<file path="src/rtl/fetch_pkg.sv">
`default_nettype none
// +--------------------------------------------------------------------------+
// | fetch_pkg : shared types and sizing helpers for the fetch front end      |
// | Revision  : 1.0                                                          |
// +--------------------------------------------------------------------------+
package fetch_pkg;

  localparam int INSTR_BYTES = 4;
  localparam int FETCH_XLEN  = 32;

  typedef struct packed {
    logic [FETCH_XLEN-1:0] pc;
    logic [FETCH_XLEN-1:0] instr;
  } fetch_entry_t;

  // Bits needed to hold the values 0..max_val inclusive.
  function automatic int cnt_width(input int max_val);
    return (max_val < 1) ? 1 : $clog2(max_val + 1);
  endfunction

endpackage
`default_nettype wire

</file>
<file path="src/rtl/fetch_fifo.sv">
`default_nettype none
// +--------------------------------------------------------------------------+
// | fetch_fifo : prefetch FIFO of fetched {pc, instr} entries, flushable     |
// | Revision   : 1.0                                                         |
// +--------------------------------------------------------------------------+
module fetch_fifo
  import fetch_pkg::*;
#(
  parameter int  DEPTH   = 4,
  parameter type entry_t = fetch_entry_t,
  parameter int  CNT_W   = cnt_width(DEPTH)
) (
  input  logic             clock,
  input  logic             reset,
  input  logic             push,
  input  entry_t           push_data,
  input  logic             pop,
  input  logic             flush,
  output logic [CNT_W-1:0] count,
  output entry_t           head
);

  localparam int               PTR_W    = $clog2(DEPTH);
  localparam logic [CNT_W-1:0] FULL_CNT = CNT_W'(DEPTH);

  logic [PTR_W-1:0] rd_ptr_q, wr_ptr_q;
  logic [CNT_W-1:0] count_q;
  entry_t           mem_q [DEPTH];
  logic             do_push, do_pop;

  assign do_pop  = pop && (count_q != '0);
  assign do_push = push && ((count_q != FULL_CNT) || do_pop);

  always_ff @(posedge clock or posedge reset) begin
    if (reset) begin
      rd_ptr_q <= '0;
      wr_ptr_q <= '0;
      count_q  <= '0;
    end else if (flush) begin
      rd_ptr_q <= '0;
      wr_ptr_q <= '0;
      count_q  <= '0;
    end else begin
      if (do_push) wr_ptr_q <= wr_ptr_q + PTR_W'(1);
      if (do_pop)  rd_ptr_q <= rd_ptr_q + PTR_W'(1);
      case ({do_push, do_pop})
        2'b10:   count_q <= count_q + CNT_W'(1);
        2'b01:   count_q <= count_q - CNT_W'(1);
        default: count_q <= count_q;
      endcase
    end
  end

  // Storage carries no reset; validity is tracked solely by count_q.
  always_ff @(posedge clock) begin
    if (do_push && !flush) mem_q[wr_ptr_q] <= push_data;
  end

  assign count = count_q;
  assign head  = mem_q[rd_ptr_q];

  a_no_overflow: assert property (@(posedge clock) disable iff (reset)
    (push && !flush) |-> ((count_q != FULL_CNT) || pop));

endmodule
`default_nettype wire

</file>
<file path="src/rtl/fetch_unit.sv">
`default_nettype none
// +--------------------------------------------------------------------------+
// | fetch_unit : PC generation, credit-limited imem issue, redirect handling |
// | Revision   : 1.0                                                         |
// +--------------------------------------------------------------------------+
module fetch_unit
  import fetch_pkg::*;
#(
  parameter int              XLEN            = 32,
  parameter int              FIFO_DEPTH      = 4,
  parameter int              MAX_OUTSTANDING = 2,
  parameter logic [XLEN-1:0] RESET_PC        = '0
) (
  input  logic            clock,
  input  logic            reset,
  output logic            imem_req_valid,
  input  logic            imem_req_ready,
  output logic [XLEN-1:0] imem_req_addr,
  input  logic            imem_rsp_valid,
  input  logic [XLEN-1:0] imem_rsp_data,
  output logic            instr_valid,
  input  logic            instr_ready,
  output logic [XLEN-1:0] instr,
  output logic [XLEN-1:0] instr_pc,
  output logic [XLEN-1:0] instr_pc_plus4,
  input  logic            redirect_valid,
  input  logic [XLEN-1:0] redirect_pc
);

  typedef struct packed {
    logic [XLEN-1:0] pc;
    logic [XLEN-1:0] instr;
  } entry_t;

  localparam int              FCNT_W = cnt_width(FIFO_DEPTH);
  localparam int              OUT_W  = cnt_width(MAX_OUTSTANDING);
  localparam int              SUM_W  = cnt_width(FIFO_DEPTH + MAX_OUTSTANDING);
  localparam logic [XLEN-1:0] STEP   = XLEN'(INSTR_BYTES);

  logic [XLEN-1:0]   fetch_pc_q, fetch_pc_d;
  logic [XLEN-1:0]   rsp_pc_q, rsp_pc_d;
  logic [OUT_W-1:0]  outstanding_q, outstanding_d;
  logic [OUT_W-1:0]  discard_q, discard_d;
  logic [FCNT_W-1:0] fifo_count;
  logic [SUM_W-1:0]  credit_used;
  logic [XLEN-1:0]   target_pc;
  logic [1:0]        unused_pc_lsbs;
  logic              req_fire, rsp_push, pop;
  entry_t            push_entry, head;

  assign target_pc      = {redirect_pc[XLEN-1:2], 2'b00};
  assign unused_pc_lsbs = redirect_pc[1:0];

  // Credits cover both in-flight words and buffered words, so every response fits.
  assign credit_used    = SUM_W'(outstanding_q) + SUM_W'(fifo_count);
  assign imem_req_valid = !reset
                          && (outstanding_q < OUT_W'(MAX_OUTSTANDING))
                          && (credit_used < SUM_W'(FIFO_DEPTH));
  assign imem_req_addr  = fetch_pc_q;
  assign req_fire       = imem_req_valid && imem_req_ready;

  assign rsp_push   = imem_rsp_valid && !redirect_valid && (discard_q == '0);
  assign push_entry = '{pc: rsp_pc_q, instr: imem_rsp_data};
  assign pop        = instr_valid && instr_ready;

  always_comb begin
    fetch_pc_d    = fetch_pc_q;
    rsp_pc_d      = rsp_pc_q;
    discard_d     = discard_q;
    outstanding_d = outstanding_q + OUT_W'(req_fire) - OUT_W'(imem_rsp_valid);
    if (redirect_valid) begin
      // Everything still owed by memory, including this cycle's issue, is stale.
      fetch_pc_d = target_pc;
      rsp_pc_d   = target_pc;
      discard_d  = outstanding_d;
    end else begin
      if (req_fire) fetch_pc_d = fetch_pc_q + STEP;
      if (rsp_push) rsp_pc_d = rsp_pc_q + STEP;
      if (imem_rsp_valid && (discard_q != '0)) discard_d = discard_q - OUT_W'(1);
    end
  end

  always_ff @(posedge clock or posedge reset) begin
    if (reset) begin
      fetch_pc_q    <= RESET_PC;
      rsp_pc_q      <= RESET_PC;
      outstanding_q <= '0;
      discard_q     <= '0;
    end else begin
      fetch_pc_q    <= fetch_pc_d;
      rsp_pc_q      <= rsp_pc_d;
      outstanding_q <= outstanding_d;
      discard_q     <= discard_d;
    end
  end

  fetch_fifo #(
    .DEPTH   (FIFO_DEPTH),
    .entry_t (entry_t),
    .CNT_W   (FCNT_W)
  ) u_fifo (
    .clock     (clock),
    .reset     (reset),
    .push      (rsp_push),
    .push_data (push_entry),
    .pop       (pop),
    .flush     (redirect_valid),
    .count     (fifo_count),
    .head      (head)
  );

  assign instr_valid    = (fifo_count != '0);
  assign instr          = head.instr;
  assign instr_pc       = head.pc;
  assign instr_pc_plus4 = head.pc + STEP;

  a_rsp_has_req: assert property (@(posedge clock) disable iff (reset)
    imem_rsp_valid |-> (outstanding_q != '0));

endmodule
`default_nettype wire

</file>
<file path="config.mk">
export PLATFORM = sky130hd
export DESIGN_NAME = fetch_unit
export DESIGN_NICKNAME = d
export VERILOG_FILES = /design/src/rtl/fetch_pkg.sv /design/src/rtl/fetch_fifo.sv /design/src/rtl/fetch_unit.sv
export SDC_FILE = /design/constraint.sdc
export NUM_CORES = 1
export LEC_CHECK = 0
export BUFFER_PORTS_ARGS = -buffer_cell sky130_fd_sc_hd__buf_2
export CAP_MARGIN = 20
export CELL_PAD_IN_SITES_DETAIL_PLACEMENT = 0
export CELL_PAD_IN_SITES_GLOBAL_PLACEMENT = 1
export CORE_MARGIN = 2
export CORE_UTILIZATION = 51
export DETAILED_ROUTE_END_ITERATION = 10
export PLACE_DENSITY_LB_ADDON = 0.1
export SYNTH_ARGS = -nofsm -noshare
export SYNTH_HDL_FRONTEND = slang
export SYNTH_SLANG_ARGS = --single-unit
</file>
<file path="constraint.sdc">
create_clock -name clock -period 4.9 [get_ports clock]
set_input_delay 0.49 -clock clock [delete_from_list [all_inputs] [get_ports clock]]
set_output_delay 0.49 -clock clock [all_outputs]
set_load 0.02 [all_outputs]
</file>
==> results of run 1 <==
==> registers in the layout, summed over array words and instances (netlist names) <==
register and cells:
u_fifo.count 3, imem_req_addr 30, u_fifo.rd_ptr_q 2, u_fifo.mem_q 248, discard_q 2, rsp_pc_q 30
u_fifo.wr_ptr_q 2, outstanding_q 2
==> worst max path at each step <==
stage                     slack (ns)          startpoint  cells past startpoint                 end
after floorplan                 1.63        discard_q[0]                      5  u_fifo.mem_q[0][0]
after global placement          1.40  u_fifo.rd_ptr_q[0]                      7  instr_pc_plus4[24]
after detailed placement        1.36  u_fifo.rd_ptr_q[0]                      7  instr_pc_plus4[24]
after CTS                       0.82  u_fifo.rd_ptr_q[0]                      6  instr_pc_plus4[24]
after global routing            0.62  u_fifo.rd_ptr_q[0]                      6  instr_pc_plus4[23]
final                           0.93  u_fifo.rd_ptr_q[0]                      7  instr_pc_plus4[24]
==> layout by cell type (no fill, tap or decap), types with 10 or more instances in the layout <==
cell / Yosys / routed
sky130_fd_sc_hd__xnor2_1: 58 / 58
sky130_fd_sc_hd__ha_1: 11 / 11
sky130_fd_sc_hd__inv_1: 28 / 26
sky130_fd_sc_hd__a31oi_1: 18 / 18
sky130_fd_sc_hd__nand4_1: 19 / 19
sky130_fd_sc_hd__buf_4: 8 / 10
sky130_fd_sc_hd__dfrtp_1: 71 / 69
sky130_fd_sc_hd__buf_2: 10 / 191
sky130_fd_sc_hd__xor2_1: 13 / 13
sky130_fd_sc_hd__edfxtp_1: 248 / 248
sky130_fd_sc_hd__or4_1: 12 / 12
sky130_fd_sc_hd__nand3_1: 31 / 31
sky130_fd_sc_hd__nor4_1: 14 / 14
sky130_fd_sc_hd__o31ai_1: 11 / 11
sky130_fd_sc_hd__nand2_1: 31 / 31
sky130_fd_sc_hd__clkbuf_16: 0 / 36
sky130_fd_sc_hd__nor2_1: 43 / 43
sky130_fd_sc_hd__clkbuf_1: 19 / 11
sky130_fd_sc_hd__mux2_2: 11 / 11
sky130_fd_sc_hd__a21oi_1: 25 / 25
sky130_fd_sc_hd__nor3_1: 14 / 14
sky130_fd_sc_hd__mux4_2: 61 / 61
==> routing by layer <==
layer / vias to the layer above / part of all wire (%) / GRT usage (%)
li1: 3685 / - / -
met1: 3952 / 47 / 31.0
met2: 243 / 46 / 31.5
met3: 36 / 6.1 / 3.71
met4: 0 / 1.5 / 4.35
met5: - / 0 / 0
==> power by group through the flow <==
stage	registers (mW)	clock network (mW)	logic (mW)
after floorplan	3.32	0	1.15
after global placement	3.37	0	1.59
after detailed placement	3.38	0	1.61
after CTS	3.33	2.62	1.61
after global routing	3.36	2.73	1.72
final	3.33	2.56	1.59
==> through the flow <==
stage / power, mW / worst slack, ns / utilization (%) / hold slack (ns) / cells
2_1_floorplan: 4.47 / 1.63 / - / 0.495 / 851
4_1_cts: 7.56 / 0.817 / 61.3 / 0.109 / 1409
5_1_grt: 7.81 / 0.624 / 61.3 / 0.156 / 1409
6_report: 7.47 / 0.929 / 61.3 / 0.110 / 1409
3_5_place_dp: 4.99 / 1.36 / 57.0 / 0.551 / 1346
3_3_place_gp: 4.97 / 1.40 / 57.0 / 0.532 / 1346
==> logic make-up (layout without fill, tap and decap cells) <==
kind of cell | Yosys count | in the layout | share of synthesized area [%]
flip-flops | 319 | 319 | 67.9
multiplexers | 81 | 81 | 11.7
buffers and inverters | 71 | 294 | 2.38
AO/OA/AOI/OAI | 79 | 79 | 3.75
XOR/XNOR | 72 | 72 | 4.70
other | 1 | 6 | 0.0276
AND/OR/NAND/NOR | 211 | 211 | 8.42
adder cells (fa/ha/maj) | 12 | 12 | 1.16
==> layout make-up <==
class / count / area share, %
clock buffer: 49 / 6.05
clock inverter: 14 / 0.984
inverter: 28 / 0.656
multi-input combinational: 461 / 25.4
sequential: 319 / 57.6
tap: 335 / 2.62
timing repair buffer: 203 / 6.69
==> summary.txt, run 1 <==
Power
  • Part of the power in combinational logic: a little over a fifth
  • Internal: 5.31 mW
  • Clock power frac: 34.2%
  • Worst ir drop on vdd: 0.251 mV
  • Leakage power: ~5.7 nW
  • Switching power: roughly 2.2 mW
  • Power density over the cells: 466 nW/um2
  • Portion of total power attributed to sequential cells: between 40 and 50%
  • Switching part of the total: 28.9%

Global route
  • Vias in the first global route: 7903
  • Maximum number of pins on one net before global-route repair: 63
  • Wire length of the first global-routing pass: approximately 45 mm
  • Global-route congestion overflow total: 0
  • Overall track demand over capacity in global routing: 20.5%
  • Antenna violations before repair: 0

Worst setup path
  • Critical path arrival: 3.48 ns
  • Standard cell with the maximum stage delay on the critical path: sky130_fd_sc_hd__dfrtp_4
  • Reg-to-Reg End: imem_req_addr[30]
  • Crit-path cells: buf_4 -> mux4_2 -> nand4_1 -> nor4_4 -> nand4_1 -> xnor2_1 -> buf_2
  • Crit-path max FO: 32
  • Cell occurring most often along the worst timing path: sky130_fd_sc_hd__nand4_1
  • Worst-case reg-to-reg path depth: 6
  • Worst R2R Setup Slack: between 2 and 2.5 ns
  • Buf+Inv Stages, Crit Path: 2
  • CP top delay family: simple AND/OR/NAND/NOR gates
  • Type of element capturing the critical path: primary output
  • Classification of the worst setup path: flip-flop to primary output
  • Startpoint of the worst register-to-register path: u_fifo.count[1]
  • Required time worst endpoint: 4.41 ns
  • Crit start category: flip-flop
  • Longest individual stage delay on the worst path: 0.84 ns

Floorplanning
  • Initial standard-cell utilization of the core: 52.0%
  • Core outline area: ~26000 um2
  • Die Width: 167 um
  • I/O Pins: 200
  • Die outline height: 167 um
  • Die Footprint: about 28000 um2
  • Row count: 59

Final layout
  • NumNets Final: 1130
  • Sequential cell area: 9230 um2
  • Antenna diode count: 0
  • Area grow syn2layout: 17.9%
  • Final cell area excluding filler cells: approximately 16000 um2
  • Fill cell total of the finished layout: 2006
  • Share of final-layout standard cells stronger than drive strength 1: 31.4%
  • Total area of multi-input combinational cells: 4070 um2

Clock network
  • Clock Pin Slew Worst Setup and Hold Paths: 0.06 ns
  • Post-cts repair resize count: 0
  • Root buffer cell: sky130_fd_sc_hd__clkbuf_16
  • Clock latency at the later pin of the worst-skew pair: 0.51 ns
  • Hold Buf Count CTS: 0
  • TritonCTS clock tree: yes
  • Clock sinks: ~320
  • Number of H-tree levels: 2
  • Buffer levels on the longest clock path: 3
  • Number of buffers added by the clock tree synthesis step: 35
  • Post-CTS setup buffer count: 0

Place
  • Routability cong.: 0.787
  • HPWL Detailed: 18.6 mm
  • Number of input and output port buffers inserted: 191
  • Dpl cell area: 14900 um2

Drt
  • Total Wirelength: 28.3 mm
  • Antenna-violating nets left: 0
  • Via density: 5.62
  • Final routed DRC violation total: 14
  • Detailed-route wire length per cell: 20.1 um
  • Number of DRC markers in iteration 0: 634
  • Detailed-router iteration count before antenna repair: 8
  • Routed vias: 7916

Timing
  • Total negative slack for setup checks: 0 ns
  • Slew HR: 37.7%
  • Final min period: 3.97 ns
  • Achievable Freq: 252 MHz
  • Unrepaired setup endpoints after global routing: no
  • Transition at the pin with the smallest max-transition slack: 0.935 ns
  • Count of pins over their slew limit: 0
  • Final period util: 81.0%
  • Count of endpoints failing hold in the final timing report: 0
  • Setup violators final: 0
  • Setup clock skew after layout: 0.0187 ns

Outcome
  • Run status: complete, but fails checks
  • Failing checks: design-rule violations

Synth
  • Ranking of synthesized cells by instance count: sky130_fd_sc_hd__edfxtp_1, sky130_fd_sc_hd__dfrtp_1, sky130_fd_sc_hd__mux4_2
  • Post-synthesis cell type count: 48
  • Syn Std Cell Area: 13600 um2
  • Average instance area after synthesis: 16.1 um2
  • Most common flop cell mapped by yosys: sky130_fd_sc_hd__edfxtp_1
  • Top-count cell post-synth: sky130_fd_sc_hd__edfxtp_1
  • Leading cell types by total area after synthesis: sky130_fd_sc_hd__edfxtp_1, sky130_fd_sc_hd__dfrtp_1, sky130_fd_sc_hd__mux4_2
  • Proportion of netlist area held by the largest area contributor: 54.8%
  • Number of flops mapped to enable cells by yosys: 248
  • Sequential element share of the synthesized area: 67.9%
  • Gate count after technology mapping: ~850
  • Cell taking the most area after synthesis: sky130_fd_sc_hd__edfxtp_1
  • Count of warnings emitted by yosys: 0
  • Async set or reset register ratio after synthesis: 22.3%
  • Post-synthesis sequential element count: about 320

Run
  • # Max-Cap Violations: 0

Worst hold path
  • Worst min-delay path class: input pin to async pin
Note: power is estimated with default switching activity, not from simulation.
==> run 2: changes to the inputs <==
Settings changed: CORE_UTILIZATION 51 to 48.
Clock period 4.9 ns to 4.05 ns, I/O delays scaled along.
==> run 2 against run 1 <==
  * The flow now finishes without violations
  * Utilization down 3.6 points
  * Non-clock buffer count up 3
  * Setup slack worse by 0.62 ns
  * First-iteration DRC count down 22%
  * Sequential power up 20%
  * Die area up 6.1%
  * Via count up 0.35%
  * Clock skew up 0.0031 ns
  * Largest power group unchanged
  * Highest routed layer unchanged
==> summary.txt, run 2 (same netlist as run 1, synthesis figures left out) <==
Timing
  • Final period util: ~92%
  • Unrepaired setup endpoints after global routing: yes (was no)
  • Slew HR: 48.9% (was 37.7%)
  • Transition at the pin with the smallest max-transition slack: 0.759 ns (was 0.935 ns)
  • Setup clock skew after layout: 0.0218 ns (was 0.0187 ns)
  • Setup violators final: 0 (unchanged)
  • Achievable Freq: 267 MHz
  • Final min period: 3.74 ns
  • Total negative slack for setup checks: 0 ns (unchanged)
  • Smallest setup slack after layout: 0.308 ns (was 0.929 ns)
  • Count of endpoints failing hold in the final timing report: 0 (unchanged)
  • Count of pins over their slew limit: 0 (unchanged)

Worst setup path
  • Crit-path max FO: 24 (was 32)
  • Critical path arrival: 3.34 ns (was 3.48 ns)
  • Classification of the worst setup path: flip-flop to primary output (unchanged)
  • Crit-path cells: buf_4 -> mux4_2 -> nand4_1 -> nor4_4 -> nand4_1 -> xnor2_1 -> buf_2 (unchanged)
  • Crit start category: flip-flop (unchanged)
  • Longest individual stage delay on the worst path: 0.73 ns (was 0.84 ns)
  • Critical Path Source: u_fifo.rd_ptr_q[0] (unchanged)
  • Standard cell with the maximum stage delay on the critical path: sky130_fd_sc_hd__dfrtp_4 (unchanged)
  • Worst-case reg-to-reg path depth: 6 (unchanged)
  • Type of element capturing the critical path: primary output (unchanged)
  • Startpoint of the worst register-to-register path: outstanding_q[1] (was u_fifo.count[1])
  • Required time worst endpoint: 3.64 ns (was 4.41 ns)
  • Cell occurring most often along the worst timing path: sky130_fd_sc_hd__nand4_1 (unchanged)

Final layout
  • Most frequent standard cell in the layout excluding fill and tap cells: sky130_fd_sc_hd__edfxtp_1 (unchanged)
  • Register with the most flip-flops: u_fifo.mem_q (unchanged)
  • NumNets Final: 1133 (was 1130)
  • Antenna diode count: 0 (unchanged)
  • Final cell area excluding filler cells: 16100 um2 (was 16000 um2)
  • Leading cell types in the layout, fill and taps excluded: sky130_fd_sc_hd__edfxtp_1, sky130_fd_sc_hd__buf_2, sky130_fd_sc_hd__dfrtp_1 (unchanged)
  • Share of final-layout standard cells stronger than drive strength 1: 31.4% (about the same)
  • Number of flip-flops under the largest register name: 248 (unchanged)
  • Fill cell total of the finished layout: 2228 (was 2006)
  • Area grow syn2layout: 18.2% (was 17.9%)

Global route
  • Overall track demand over capacity in global routing: 19.6% (was 20.5%)
  • Global-route congestion overflow total: 0 (unchanged)
  • Vias in the first global route: 7745 (was 7903)
  • Wire length of the first global-routing pass: 44.1 mm (was 44.8 mm)
  • Maximum number of pins on one net before global-route repair: 63 (unchanged)
  • Antenna violations before repair: 0 (unchanged)

Worst hold path
  • Worst min-delay path class: input pin to async pin (unchanged)

Floorplanning
  • Core outline area: 27900 um2 (was 26100 um2)
  • Die outline height: 172 um (was 167 um)
  • Die Width: 172 um (was 167 um)
  • Die Footprint: 29700 um2 (was 28000 um2)
  • Initial standard-cell utilization of the core: 48.8% (was 52.0%)
  • I/O Pins: 200 (unchanged)
  • Row count: 61 (was 59)

Power
  • Power density over the cells: 556 nW/um2 (was 466 nW/um2)
  • Leakage power: 5.67 nW (about the same)
  • Worst ir drop on vdd: 0.433 mV (was 0.251 mV)

Drt
  • Number of DRC markers in iteration 0: 494 (was 634)
  • Antenna-violating nets left: 0 (unchanged)
  • Detailed-route wire length per cell: 19.5 um (was 20.1 um)
  • Via density: 5.46 (was 5.62)
  • Detailed-router iteration count before antenna repair: 5 (was 8)
  • Routed vias: 7944 (was 7916)
  • Total Wirelength: 28.4 mm (was 28.3 mm)
  • Final routed DRC violation total: 0 (was 14)

Outcome
  • Run status: complete, no violations (was complete, but fails checks)

Clock network
  • Number of H-tree levels: 2 (unchanged)
  • Clock latency at the later pin of the worst-skew pair: 0.52 ns (was 0.51 ns)
  • Post-CTS setup buffer count: 0 (unchanged)
  • Root buffer cell: sky130_fd_sc_hd__clkbuf_16 (unchanged)
  • Hold Buf Count CTS: 0 (unchanged)
  • Clock sinks: 319 (unchanged)
  • Buffer levels on the longest clock path: 3 (unchanged)
  • Clock Pin Slew Worst Setup and Hold Paths: 0.06 ns (about the same)
  • Number of buffers added by the clock tree synthesis step: 35 (unchanged)
  • TritonCTS clock tree: yes (unchanged)

Run
  • # Max-Cap Violations: 0 (unchanged)

Place
  • Dpl ws: 0.668 ns (was 1.36 ns)
  • Routability cong.: 0.773 (was 0.787)
  • HPWL Detailed: 18.6 mm (about the same)
  • Dpl cell area: 15000 um2 (was 14900 um2)
  • Number of input and output port buffers inserted: 191 (unchanged)
-- run 2: report_power, final --
part / total, mW / switching (mW) / internal (mW)
Sequential: 4.01 / 0.228 / 3.78
Clock: 2.96 / 1.23 / 1.73
Combinational: 1.95 / 1.17 / 0.781
-- run 2: cell type report --
type	count	area, um2	area share (%)
clock inverters	19	151	0.943
repair buffers	206	1120	6.97
inverters	28	105	0.655
flip-flops and latches	319	9230	57.5
well taps	378	473	2.95
multi-input cells	461	4070	25.3
clock buffers	45	913	5.69
-- run 2: path summary, 6_finish.rpt --
kind	endpoint	slack, ns
worst max register to register	imem_req_addr[22]	1.14
worst max-delay path	instr_pc_plus4[31]	0.31
worst min-delay path	imem_req_addr[31]	0.04
worst min register to register	u_fifo.wr_ptr_q[0]	0.55
max in group asynchronous	u_fifo.rd_ptr_q[0]	2.97
min in group clock	u_fifo.mem_q[2][31]	0.10
-- run 2: metal layers --
layer / share of wire [%] / GRT usage [%] / wire, um
met5: 0 / 0 / 0
met4: 1.4 / 4.71 / 409
met3: 5.7 / 3.46 / 1610
met2: 46 / 30.2 / 13000
met1: 47 / 29.1 / 13400
-- run 2: critical path: cells and delay by family (launching register included) --
family,cells,cell delay [ns]
flops,1,0.73
mux,1,0.32
simple gates,3,0.94
xor+xnor,1,0.23
buf+inv,2,0.58
-- run 2: repair_timing --
action                                  4_1_cts  5_1_grt
hold endpoints to repair                      0        0
endpoints found under the setup margin        0        6
gates resized for setup                       0        1
-- run 2: metrics by stage --
step	hold slack, ns	utilization, %	power, mW	instances
after floorplan	0.495	-	5.41	851
after global placement	0.543	53.8	6.04	1392
after detailed placement	0.556	53.8	6.06	1392
after CTS	0.0534	57.6	9.04	1456
after global routing	0.0888	57.6	9.33	1456
final	0.0387	57.6	8.92	1456
==> run 3: changes to the inputs <==
Settings changed: ABC_AREA set to 1, CORE_UTILIZATION 48 to 45.
==> run 3 against run 2 <==
  * First-iteration DRC count up 20%
  * Clock power up 9.5%
  * Count of clock-buffer cells in the layout unchanged
  * Via count up 50%
  * Non-clock buffer count up 8
==> summary.txt, run 3 <==
Synth
  • Post-synthesis compound-gate area fraction: 6.06% (was 3.75%)
  • Multiplexer share of the synthesized area: 0% (was 11.7%)
  • Async set or reset register ratio after synthesis: 22.3% (unchanged)
  • Sequential element share of the synthesized area: 59.3% (was 67.9%)
  • Top-count cell post-synth: sky130_fd_sc_hd__nand2_1 (was sky130_fd_sc_hd__edfxtp_1)
  • Proportion of netlist area held by the largest area contributor: 47.9% (was 54.8%)
  • Post-synthesis sequential element count: 319 (unchanged)
  • Area share of fa/ha/maj cells after synthesis: 1.01% (was 1.16%)
  • Syn Std Cell Area: 15600 um2 (was 13600 um2)
  • Number of flops mapped to enable cells by yosys: 248 (unchanged)
  • Count of warnings emitted by yosys: 0 (unchanged)
  • Gate count after technology mapping: 1697 (was 846)
  • Cell taking the most area after synthesis: sky130_fd_sc_hd__edfxtp_1 (unchanged)
  • Share of the synthesized netlist area taken by xor and xnor gates: 2.82% (was 4.70%)
  • Average instance area after synthesis: 9.17 um2 (was 16.1 um2)
  • Synth Area in Simple Gates: 25.6% (was 8.42%)
  • Ranking of synthesized cells by instance count: sky130_fd_sc_hd__nand2_1, sky130_fd_sc_hd__edfxtp_1, sky130_fd_sc_hd__nor2_1 (was sky130_fd_sc_hd__edfxtp_1, sky130_fd_sc_hd__dfrtp_1, sky130_fd_sc_hd__mux4_2)
  • Leading cell types by total area after synthesis: sky130_fd_sc_hd__edfxtp_1, sky130_fd_sc_hd__nand2_1, sky130_fd_sc_hd__dfrtp_1 (was sky130_fd_sc_hd__edfxtp_1, sky130_fd_sc_hd__dfrtp_1, sky130_fd_sc_hd__mux4_2)
  • Most common flop cell mapped by yosys: sky130_fd_sc_hd__edfxtp_1 (unchanged)
  • Combinational family with the most area after synthesis: simple AND/OR/NAND/NOR gates (was multiplexers)
  • Post-synthesis cell type count: 41 (was 48)

Clock network
  • Root buffer cell: sky130_fd_sc_hd__clkbuf_16 (unchanged)
  • Clock Pin Slew Worst Setup and Hold Paths: 0.06 ns (about the same)
  • Number of buffers added by the clock tree synthesis step: 36 (was 35)
  • TritonCTS clock tree: yes (unchanged)
  • Buffer levels on the longest clock path: 3 (unchanged)
  • Post-cts repair resize count: 0 (unchanged)
  • Clock sinks: 319 (unchanged)
  • Number of H-tree levels: 2 (unchanged)
  • Clock latency at the later pin of the worst-skew pair: 0.52 ns (about the same)
  • Hold Buf Count CTS: 0 (unchanged)
  • Post-CTS setup buffer count: 0 (unchanged)

Timing
  • Transition at the pin with the smallest max-transition slack: 0.903 ns (was 0.759 ns)
  • Setup violators final: 0 (unchanged)
  • Unrepaired setup endpoints after global routing: no (was yes)
  • Final period util: 90.8% (was 92.4%)
  • Achievable Freq: 272 MHz (was 267 MHz)
  • Count of pins over their slew limit: 0 (unchanged)
  • Setup clock skew after layout: 0.0305 ns (was 0.0218 ns)
  • Count of endpoints failing hold in the final timing report: 0 (unchanged)
  • Smallest setup slack after layout: 0.371 ns (was 0.308 ns)
  • Final min period: 3.68 ns (was 3.74 ns)
  • Slew HR: 39.7% (was 48.9%)

Global route
  • Global-route congestion overflow total: 0 (unchanged)
  • Antenna violations before repair: 0 (unchanged)
  • Maximum number of pins on one net before global-route repair: 53 (was 63)
  • Overall track demand over capacity in global routing: 22.0% (was 19.6%)
  • Vias in the first global route: 11400 (was 7745)
  • Wire length of the first global-routing pass: 61.7 mm (was 44.1 mm)

Power
  • Clock power frac: 31.3% (was 33.2%)
  • Switching power: 3.69 mW (was 2.62 mW)
  • Internal: 6.68 mW (was 6.30 mW)
  • Leakage power: 7.63 nW (was 5.67 nW)
  • Power density over the cells: 571 nW/um2 (was 556 nW/um2)
  • Switching part of the total: 35.6% (was 29.4%)
  • Power, Total: 10.4 mW (was 8.92 mW)
  • Worst ir drop on vdd: 0.332 mV (was 0.433 mV)
  • Part of the power in combinational logic: 29.2% (was 21.9%)
  • Portion of total power attributed to sequential cells: 39.5% (was 45.0%)

Outcome
  • Run status: complete, no violations (unchanged)

Worst setup path
  • Crit-path max FO: 36 (was 24)
  • Classification of the worst setup path: flip-flop to primary output (unchanged)
  • Crit start category: flip-flop (unchanged)
  • Required time worst endpoint: 3.64 ns (about the same)
  • Critical path arrival: 3.27 ns (was 3.34 ns)
  • Type of element capturing the critical path: primary output (unchanged)

Worst hold path
  • Worst min-delay path class: input pin to async pin (unchanged)

Drt
  • Detailed-route wire length per cell: 16.6 um (was 19.5 um)
  • Final routed DRC violation total: 0 (unchanged)
  • Via density: 5.02 (was 5.46)
  • Number of DRC markers in iteration 0: 591 (was 494)
  • Detailed-router iteration count before antenna repair: 5 (unchanged)
  • Routed vias: 11900 (was 7944)
  • Antenna-violating nets left: 0 (unchanged)
  • Total Wirelength: 39.3 mm (was 28.4 mm)

Floorplanning
  • I/O Pins: 200 (unchanged)
  • Die Footprint: 36100 um2 (was 29700 um2)
  • Row count: 68 (was 61)
  • Initial standard-cell utilization of the core: 45.4% (was 48.8%)
  • Core outline area: 34300 um2 (was 27900 um2)
  • Die Width: 190 um (was 172 um)
  • Die outline height: 190 um (was 172 um)

Place
  • Number of input and output port buffers inserted: 191 (unchanged)
  • Routability cong.: 0.866 (was 0.773)
  • Dpl ws: 0.889 ns (was 0.668 ns)
  • HPWL Detailed: 27.0 mm (was 18.6 mm)

Final layout
  • Area grow syn2layout: 16.9% (was 18.2%)
  • Fill cell total of the finished layout: 3184 (was 2228)
  • Antenna diode count: 0 (unchanged)
  • Share of final-layout standard cells stronger than drive strength 1: 16.2% (was 31.4%)
  • NumNets Final: 1970 (was 1133)
  • Most frequent standard cell in the layout excluding fill and tap cells: sky130_fd_sc_hd__nand2_1 (was sky130_fd_sc_hd__edfxtp_1)
  • Leading cell types in the layout, fill and taps excluded: sky130_fd_sc_hd__nand2_1, sky130_fd_sc_hd__edfxtp_1, sky130_fd_sc_hd__nor2_1 (was sky130_fd_sc_hd__edfxtp_1, sky130_fd_sc_hd__buf_2, sky130_fd_sc_hd__dfrtp_1)
  • Register with the most flip-flops: u_fifo.mem_q (unchanged)
  • Number of flip-flops under the largest register name: 248 (unchanged)

Run
  • # Max-Cap Violations: 0 (unchanged)
## run 3: cell count changes in the layout (fill, tap and decap cells not counted), sizes merged, moves of 16 or more
cell / before / now
xnor2: 59 / 13
mux4: 61 / 0
o21ai: 9 / 91
a31oi: 19 / 3
xor2: 13 / 37
inv: 32 / 120
o211ai: 0 / 18
nor2: 43 / 217
o22ai: 0 / 33
nand3: 31 / 142
nand2: 31 / 570
## run 3: metrics by stage
step	area [um2]	hold WS, ns	TNS [ns]	instances	utilization [%]
2_1_floorplan	15600	0.493	-34.58	1702	-
3_3_place_gp	17000	0.532	0	2305	49.6
3_5_place_dp	17000	0.538	0	2305	49.6
6_report	18200	0.0930	0	2370	53.0
4_1_cts	18200	0.0757	0	2370	53.0
5_1_grt	18200	0.0815	0	2370	53.0
## run 3: worst paths after layout
kind / slack, ns / depth (start not counted) / startpoint / end
worst max-delay path: 0.37 / 12 / u_fifo.rd_ptr_q[0] / instr_pc_plus4[12]
worst min register to register: 0.55 / 1 / outstanding_q[0] / outstanding_q[0]
worst max register to register: 1.38 / 7 / discard_q[0] / u_fifo.mem_q[0][45]
max in group asynchronous: 2.94 / 3 / reset / rsp_pc_q[19]
worst min-delay path: 0.09 / 2 / reset / outstanding_q[1]
min in group clock: 0.09 / 1 / imem_rsp_data[22] / u_fifo.mem_q[3][22]
## run 3: layer usage
metal | part of all wire, % | vias up | wire (um) | global-route usage [%]
met5 | 0 | - | 0 | 0
met4 | 2.0 | 0 | 776 | 5.34
met3 | 4.9 | 50 | 1910 | 2.79
met2 | 46 | 283 | 18300 | 36.5
met1 | 47 | 5507 | 18300 | 30.9
li1 | - | 6047 | - | -
## run 3: final cells by class
type                            instances  area [um2]  area share [%]
Clock buffer                           45         935            5.14
Clock inverter                         20         253            1.39
Inverter                              118         450            2.48
Multi-Input combinational cell       1199        5580            30.7
Sequential cell                       319        9230            50.8
Tap cell                              455         569            3.13
Timing Repair Buffer                  214        1170            6.41
## run 3: worst max-delay path, cell delays in order (launching register included)
cell and delay [ns]:
sky130_fd_sc_hd__dfrtp_4 0.65, sky130_fd_sc_hd__inv_8 0.25, sky130_fd_sc_hd__nor2_1 0.06, sky130_fd_sc_hd__nor2_1 0.08, sky130_fd_sc_hd__o21ai_0 0.08, sky130_fd_sc_hd__nand2_1 0.32, sky130_fd_sc_hd__ha_1 0.36, sky130_fd_sc_hd__nand2_1 0.10
sky130_fd_sc_hd__nor2_2 0.18, sky130_fd_sc_hd__nand2_2 0.10, sky130_fd_sc_hd__nor2_2 0.20, sky130_fd_sc_hd__xor2_1 0.16, sky130_fd_sc_hd__buf_2 0.18
## run 3: kinds of logic after synthesis
logic type                 after synthesis
AOI/OAI and AO/OA                      165
adders and majority gates               12
DFF                                    319
buffers and inverters                  184
and+or+nand+nor                        966
xor gates and xnor gates                50
other                                    1
## run 3: power by group through the flow
stage	combinational [mW]	clock, mW	sequential (mW)
after floorplan	2.09	0	4.12
after global placement	3.02	0	4.16
after detailed placement	3.05	0	4.16
after CTS	3.06	3.32	4.10
after global routing	3.38	3.45	4.14
final	3.03	3.24	4.10
